$ cat config.mk
export PLATFORM = sky130hd
export DESIGN_NAME = softmax_seq_ctrl
export DESIGN_NICKNAME = d
export VERILOG_FILES = /design/src/rtl/softmax_pkg.sv /design/src/rtl/fp16_max4.sv /design/src/rtl/softmax_seq_ctrl.sv
export SDC_FILE = /design/constraint.sdc
export NUM_CORES = 1
export LEC_CHECK = 0
export CAP_MARGIN = 10
export CORE_MARGIN = 2
export CORE_UTILIZATION = 51
export DETAILED_ROUTE_END_ITERATION = 10
export PLACE_DENSITY = 0.93
export RECOVER_POWER = 25
export SLEW_MARGIN = 10
export SYNTH_ARGS = -nofsm -noshare
export SYNTH_HDL_FRONTEND = slang
export SYNTH_SLANG_ARGS = --single-unit
$ cat constraint.sdc
create_clock -name clk -period 28.7 [get_ports clk]
set_input_delay 5.74 -clock clk [delete_from_list [all_inputs] [get_ports clk]]
set_output_delay 5.74 -clock clk [all_outputs]
set_load 0.05 [all_outputs]
$ cat src/rtl/softmax_pkg.sv
// Shared definitions for the softmax sequencer: sizes, fp16 constants,
// the sequencer state type and the fp16 total-order key.
package softmax_pkg;

  localparam int DATAWIDTH = 16;
  localparam int NUM       = 4;
  localparam int ADDRW     = 8;

  localparam logic [15:0] NEG_INF = 16'hFC00;

  typedef enum logic [3:0] {
    ST_IDLE      = 4'd0,
    ST_MAX       = 4'd1,
    ST_SUM_RD    = 4'd2,
    ST_SUM_ISSUE = 4'd3,
    ST_SUM_WAIT  = 4'd4,
    ST_NRM_RD    = 4'd5,
    ST_NRM_ISSUE = 4'd6,
    ST_NRM_WAIT  = 4'd7,
    ST_FIN       = 4'd8
  } state_t;

  // Maps an fp16 value onto an unsigned key whose ordering matches the
  // numeric ordering (with -0 below +0); NaN is not expected.
  function automatic logic [15:0] fp16_key(input logic [15:0] x);
    return x[15] ? ~x : (x | 16'h8000);
  endfunction

endpackage

$ cat src/rtl/fp16_max4.sv
// Combinational max of a running fp16 maximum against one chunk of lanes.
module fp16_max4
  import softmax_pkg::*;
(
  input  logic [DATAWIDTH-1:0]     i_max,
  input  logic [DATAWIDTH*NUM-1:0] i_lanes,
  output logic [DATAWIDTH-1:0]     o_max
);

  // Fold each lane into the running max using the key ordering
  always_comb begin
    o_max = i_max;
    for (int unsigned l = 0; l < NUM; l++) begin
      if (fp16_key(i_lanes[l*DATAWIDTH +: DATAWIDTH]) > fp16_key(o_max)) begin
        o_max = i_lanes[l*DATAWIDTH +: DATAWIDTH];
      end
    end
  end

endmodule

$ cat src/rtl/softmax_seq_ctrl.sv
// Sequencer driving the 4-lane fp16 softmax datapath over a multi-chunk
// vector: global max scan, exp-sum pass, normalize pass with write-back.
module softmax_seq_ctrl #(
  parameter int DATAWIDTH = softmax_pkg::DATAWIDTH,
  parameter int NUM       = softmax_pkg::NUM,
  parameter int ADDRW     = softmax_pkg::ADDRW
) (
  input  logic                     clk,
  input  logic                     reset,
  input  logic                     start,
  input  logic [ADDRW-1:0]         base_addr,
  input  logic [ADDRW-1:0]         out_addr,
  input  logic [ADDRW-1:0]         len,
  output logic                     busy,
  output logic                     done,
  output logic                     rd_en,
  output logic [ADDRW-1:0]         rd_addr,
  input  logic [DATAWIDTH*NUM-1:0] rd_data,
  output logic                     dp_start,
  output logic                     dp_phase,
  output logic                     dp_clear,
  output logic [DATAWIDTH*NUM-1:0] dp_inp,
  output logic [DATAWIDTH-1:0]     dp_max,
  input  logic                     dp_done,
  input  logic [DATAWIDTH*NUM-1:0] dp_outp,
  output logic                     wr_en,
  output logic [ADDRW-1:0]         wr_addr,
  output logic [DATAWIDTH*NUM-1:0] wr_data
);

  import softmax_pkg::*;

  state_t                   r_state;
  logic [ADDRW-1:0]         r_base;
  logic [ADDRW-1:0]         r_out;
  logic [ADDRW-1:0]         r_len;
  logic [ADDRW-1:0]         r_cnt;
  logic                     r_rv;
  logic                     r_done;
  logic [DATAWIDTH-1:0]     r_max;
  logic [DATAWIDTH*NUM-1:0] r_inp;

  logic [DATAWIDTH-1:0]     w_max_next;
  logic                     w_last;
  logic                     w_max_issue;

  fp16_max4 u_max (
    .i_max   (r_max),
    .i_lanes (rd_data),
    .o_max   (w_max_next)
  );

  // Chunk counter reaching the final chunk of a SUM/NRM pass
  assign w_last      = ((r_cnt + ADDRW'(1)) == r_len);
  // During the max scan, reads are issued until all chunks are requested
  assign w_max_issue = (r_state == ST_MAX) && (r_cnt != r_len);

  // Output decode from the current state and registers
  always_comb begin
    busy     = (r_state != ST_IDLE);
    done     = r_done;
    rd_en    = w_max_issue || (r_state == ST_SUM_RD) || (r_state == ST_NRM_RD);
    rd_addr  = rd_en ? (r_base + r_cnt) : '0;
    dp_start = (r_state == ST_SUM_ISSUE) || (r_state == ST_NRM_ISSUE);
    dp_phase = (r_state == ST_NRM_RD) || (r_state == ST_NRM_ISSUE) ||
               (r_state == ST_NRM_WAIT);
    dp_clear = (r_state == ST_SUM_ISSUE) && (r_cnt == '0);
    // The chunk is forwarded straight from the SRAM in the issue cycle so
    // the kick and its data line up; the register holds it afterwards.
    dp_inp   = dp_start ? rd_data : r_inp;
    dp_max   = r_max;
    wr_en    = (r_state == ST_NRM_WAIT) && dp_done;
    wr_addr  = wr_en ? (r_out + r_cnt) : '0;
    wr_data  = wr_en ? dp_outp : '0;
  end

  // Sequencer FSM, chunk counter and job registers
  always_ff @(posedge clk) begin
    if (!reset) begin
      r_state <= ST_IDLE;
      r_base  <= '0;
      r_out   <= '0;
      r_len   <= '0;
      r_cnt   <= '0;
      r_rv    <= 1'b0;
      r_done  <= 1'b0;
      r_max   <= NEG_INF;
      r_inp   <= '0;
    end else begin
      r_done <= 1'b0;
      r_rv   <= w_max_issue;
      case (r_state)
        ST_IDLE: begin
          if (start) begin
            r_base <= base_addr;
            r_out  <= out_addr;
            r_len  <= len;
            r_cnt  <= '0;
            if (len == '0) begin
              r_state <= ST_FIN;
            end else begin
              r_max   <= NEG_INF;
              r_state <= ST_MAX;
            end
          end
        end
        ST_MAX: begin
          if (r_rv) begin
            r_max <= w_max_next;
          end
          // Once every read is issued, this cycle carries the last return
          if (r_cnt == r_len) begin
            r_cnt   <= '0;
            r_state <= ST_SUM_RD;
          end else begin
            r_cnt <= r_cnt + ADDRW'(1);
          end
        end
        ST_SUM_RD: begin
          r_state <= ST_SUM_ISSUE;
        end
        ST_SUM_ISSUE: begin
          r_inp   <= rd_data;
          r_state <= ST_SUM_WAIT;
        end
        ST_SUM_WAIT: begin
          if (dp_done) begin
            if (w_last) begin
              r_cnt   <= '0;
              r_state <= ST_NRM_RD;
            end else begin
              r_cnt   <= r_cnt + ADDRW'(1);
              r_state <= ST_SUM_RD;
            end
          end
        end
        ST_NRM_RD: begin
          r_state <= ST_NRM_ISSUE;
        end
        ST_NRM_ISSUE: begin
          r_inp   <= rd_data;
          r_state <= ST_NRM_WAIT;
        end
        ST_NRM_WAIT: begin
          if (dp_done) begin
            if (w_last) begin
              r_cnt   <= '0;
              r_state <= ST_FIN;
            end else begin
              r_cnt   <= r_cnt + ADDRW'(1);
              r_state <= ST_NRM_RD;
            end
          end
        end
        ST_FIN: begin
          r_done  <= 1'b1;
          r_state <= ST_IDLE;
        end
        default: begin
          r_state <= ST_IDLE;
        end
      endcase
    end
  end

endmodule

==> summary.md <==
| Metric | Value |
|---|---|
| Outcome | `finished with violations` |
| Failing checks | `capacitance limit, slew limit` |
| Hold-fix buffers, CTS | `0` |
| Most common cell on crit path | `ha_1` |
| WP data required | `28.98 ns` |
| Vias in the first global route | `10100` |
| Syn_area_per_cell | `7.75 um^2` |
| Crit-path leading delay family | `compound AO/OA/AOI/OAI gates` |
| RSZ-0062 raised after global routing | `false` |
| Worst Path Class, Setup | `input pin to flop` |
| WP buf/inv | `2` |
| WHS | `0.462 ns` |
| Worst r2r path cells | `31` |
| Total congestion overflow | `0` |
| Yosys cell types | `69` |
| Critical path depth | `32` |
| Port buffer count | `322` |
| Pwr dens | `75.6 nW/um^2` |
| Crit path DAT | `19.08 ns` |
| Final Slew Violations | `77` |
| Worst-path fanout max | `33` |
| Layout cells sized above 1 | `4.63%` |
| CP startpoint kind | `input pin` |
| Initial antenna violation count | `0` |
| MaxCap Viol Count | `1` |
| R2R Setup Slk | `15.29 ns` |
| 1st-pass router iterations | `5` |
| Commonest cells after routing, fill and taps aside | `321 x clkdlybuf4s50_1, 295 x nand2_1, 118 x dfxtp_1` |
| DIE AREA | `20200 um^2` |
| Post-CTS setup repair buffer count | `0` |
| Dpl hpwl | `25000 um` |
| Top_reg_cell synth | `dfxtp_1` |
| Peak supply drop | `0.0548 mV` |
| Die span in y | `142 um` |
| Slowest stage cell on the critical path | `clkdlybuf4s50_1` |
| H-Tree Depth | `4` |
| Leading post-synthesis cells by cell area | `dfxtp_1 24%, nand2_1 11%, ha_1 10%` |
| Commonest non-fill, non-tap cell in the layout | `clkdlybuf4s50_1` |
| Global-route wire length before repair | `52300 um` |
| CTS Buffer Depth | `2` |
| CP Capture Type | `flop` |
| Fraction of registers with async set/reset | `0%` |
| Final #Nets | `1759` |
| CTS tree | `built` |
| Area grow syn2layout | `38.9%` |
| Final setup vio count | `0` |
| Initial Utilization | `51.9%` |
| Core area | `18700 um^2` |
| Share of the synthesized area in the top cell type | `24.3%` |
| Warnings, synthesis | `0` |
| Static Leak | `5.56 nW` |
| Final min period | `18.80 ns` |
| DIE WIDTH | `142 um` |
| Post-synth EDFFs | `0` |
| Vias after detailed routing | `10200` |
| Sequential share of the synthesized area | `24.3%` |
| CTS resizes | `0` |
| WL per Instance | `18.9 um` |
| Worst-path clk slew | `0.06 ns` |
| Skew-Pair Late Insertion Delay | `0.43 ns` |
| Period utilization | `65.5%` |
| Slew @ Worst Pin | `2.93 ns` |
| Register bit total from synthesis | `118` |
| TritonCTS buffer count | `17` |
| GP Congestion | `0.952` |
| I/O pin cnt | `323` |
| Slew Limit Headroom | `-95.1%` |
| Setup TNS | `0 ns` |
| Antenna diodes | `0` |
| Root Buffer | `clkbuf_16` |
| Post-synthesis cell area | `9710 um^2` |
| Post-Syn Nets | `1491` |
| Via density | `5.77` |
| Worst Hold Class | `flop to flop` |
| Largest net degree at the start of global routing | `77` |
| Final Hold Fails | `0` |
| Post-route ant nets | `0` |
| Skew final | `0.00924 ns` |
| First DRT Iteration DRCs | `892` |
| Gate Count Post-Synth | `1253` |
| Max incr delay on CP | `1.09 ns` |
| Worst Hold Depth | `2` |
| Clock sink count | `118` |
| Routed WL | `33300 um` |
| GRT Util Overall | `32.8%` |
| Cell accounting for the most synthesized area | `dfxtp_1` |
| Number of remaining DRC errors | `0` |
| Fmax achieved | `0.0532 GHz` |
| Num rows | `50` |
-- stage by stage --
step / setup WS [ns] / std cells / utilization, % / total power [W] / area, um^2
after global routing: 9.16 / 1768 / 72.1 / 0.00109 / 13500
after CTS: 10.44 / 1768 / 72.1 / 0.00101 / 13500
after global placement: 10.68 / 1736 / 69.1 / 0.000781 / 12900
after floorplan: 13.85 / 1253 / - / 0.000654 / 9710
after detailed placement: 10.05 / 1736 / 69.1 / 0.000805 / 12900
final: 9.90 / 1768 / 72.1 / 0.00102 / 13500
-- flip-flops by register name, summed over array words and instances, names as in the netlist --
| name | count |
|---|---|
| done | 1 |
| r_out | 8 |
| r_base | 8 |
| r_state | 4 |
| r_cnt | 8 |
| r_len | 8 |
| r_rv | 1 |
| r_inp | 64 |
| dp_max | 16 |
-- synthesized netlist by cell type, types with 6 or more instances --
library cell  instances
o221ai_1             15
nor4b_1              17
clkbuf_1             61
a21oi_1              68
mux2i_1              18
or4b_1               14
nor2_1               26
o22ai_1               7
nand2b_1             10
nor3_1                6
nor2b_1               9
or2_2                 6
xnor2_2               8
buf_2                10
o211ai_1             22
a21o_1               13
nand3_1              27
nand4_1              16
nand2_1             296
and2_1              135
xor2_1               75
xnor2_1              65
inv_1                19
o21ai_0              24
ha_1                 80
dfxtp_1             118
a22oi_1              11
-- kinds of logic (layout without fill, tap and decap cells) --
group | after synthesis | count (layout) | share of synthesized area (%)
AND/OR/NAND/NOR | 588 | 588 | 30.8
AO/OA/AOI/OAI | 197 | 197 | 13.7
XOR/XNOR | 148 | 148 | 14.0
flip-flops | 118 | 118 | 24.3
buffers and inverters | 101 | 382 | 4.39
adder cells (fa/ha/maj) | 82 | 82 | 10.7
multiplexers | 19 | 19 | 2.09
-- where the power goes --
group / internal, W / leakage [nW] / switching (W) / total [W]
clock network: 0.000114 / 0.271 / 0.0000907 / 0.000205
logic: 0.000254 / 4.34 / 0.000364 / 0.000618
registers: 0.000180 / 0.956 / 0.0000170 / 0.000197
total: 0.000548 / 5.56 / 0.000472 / 0.00102
-- per-layer routing --
metal | wire length, um | track usage [%]
met1 | 13400 | 40.6
met2 | 15600 | 52.7
met3 | 3190 | 9.96
met4 | 1180 | 14.3
met5 | 0 | 0
-- worst register-to-register path: cells and delay by family (launching register included) --
family | cells | cell delay (ns)
and+or+nand+nor | 9 | 3.70
buffers and inverters | 1 | 0.34
DFF | 1 | 1.02
AOI/OAI and AO/OA | 12 | 5.36
xor gates and xnor gates | 4 | 0.69
muxes | 1 | 0.78
adders and majority gates | 4 | 1.39
-- worst paths after layout --
path / from / to
max: rd_data[15] / dp_max[12]$_SDFFE_PN1P_
min: r_base[3]$_SDFFE_PN0P_ / r_base[3]$_SDFFE_PN0P_
max reg2reg: dp_max[15]$_SDFFE_PN1P_ / dp_max[12]$_SDFFE_PN1P_
min reg2reg: r_base[3]$_SDFFE_PN0P_ / r_base[3]$_SDFFE_PN0P_
-- layout make-up --
class                           instances  area, um^2
Clock inverter                         15         136
Tap cell                              234         293
Clock buffer                           17         425
Multi-Input combinational cell       1034        6930
Sequential cell                       118        2360
Inverter                               21        78.8
Fill cell                            1412        5220
Timing Repair Buffer                  329        3270
Note: power is estimated with default switching activity, not from simulation.
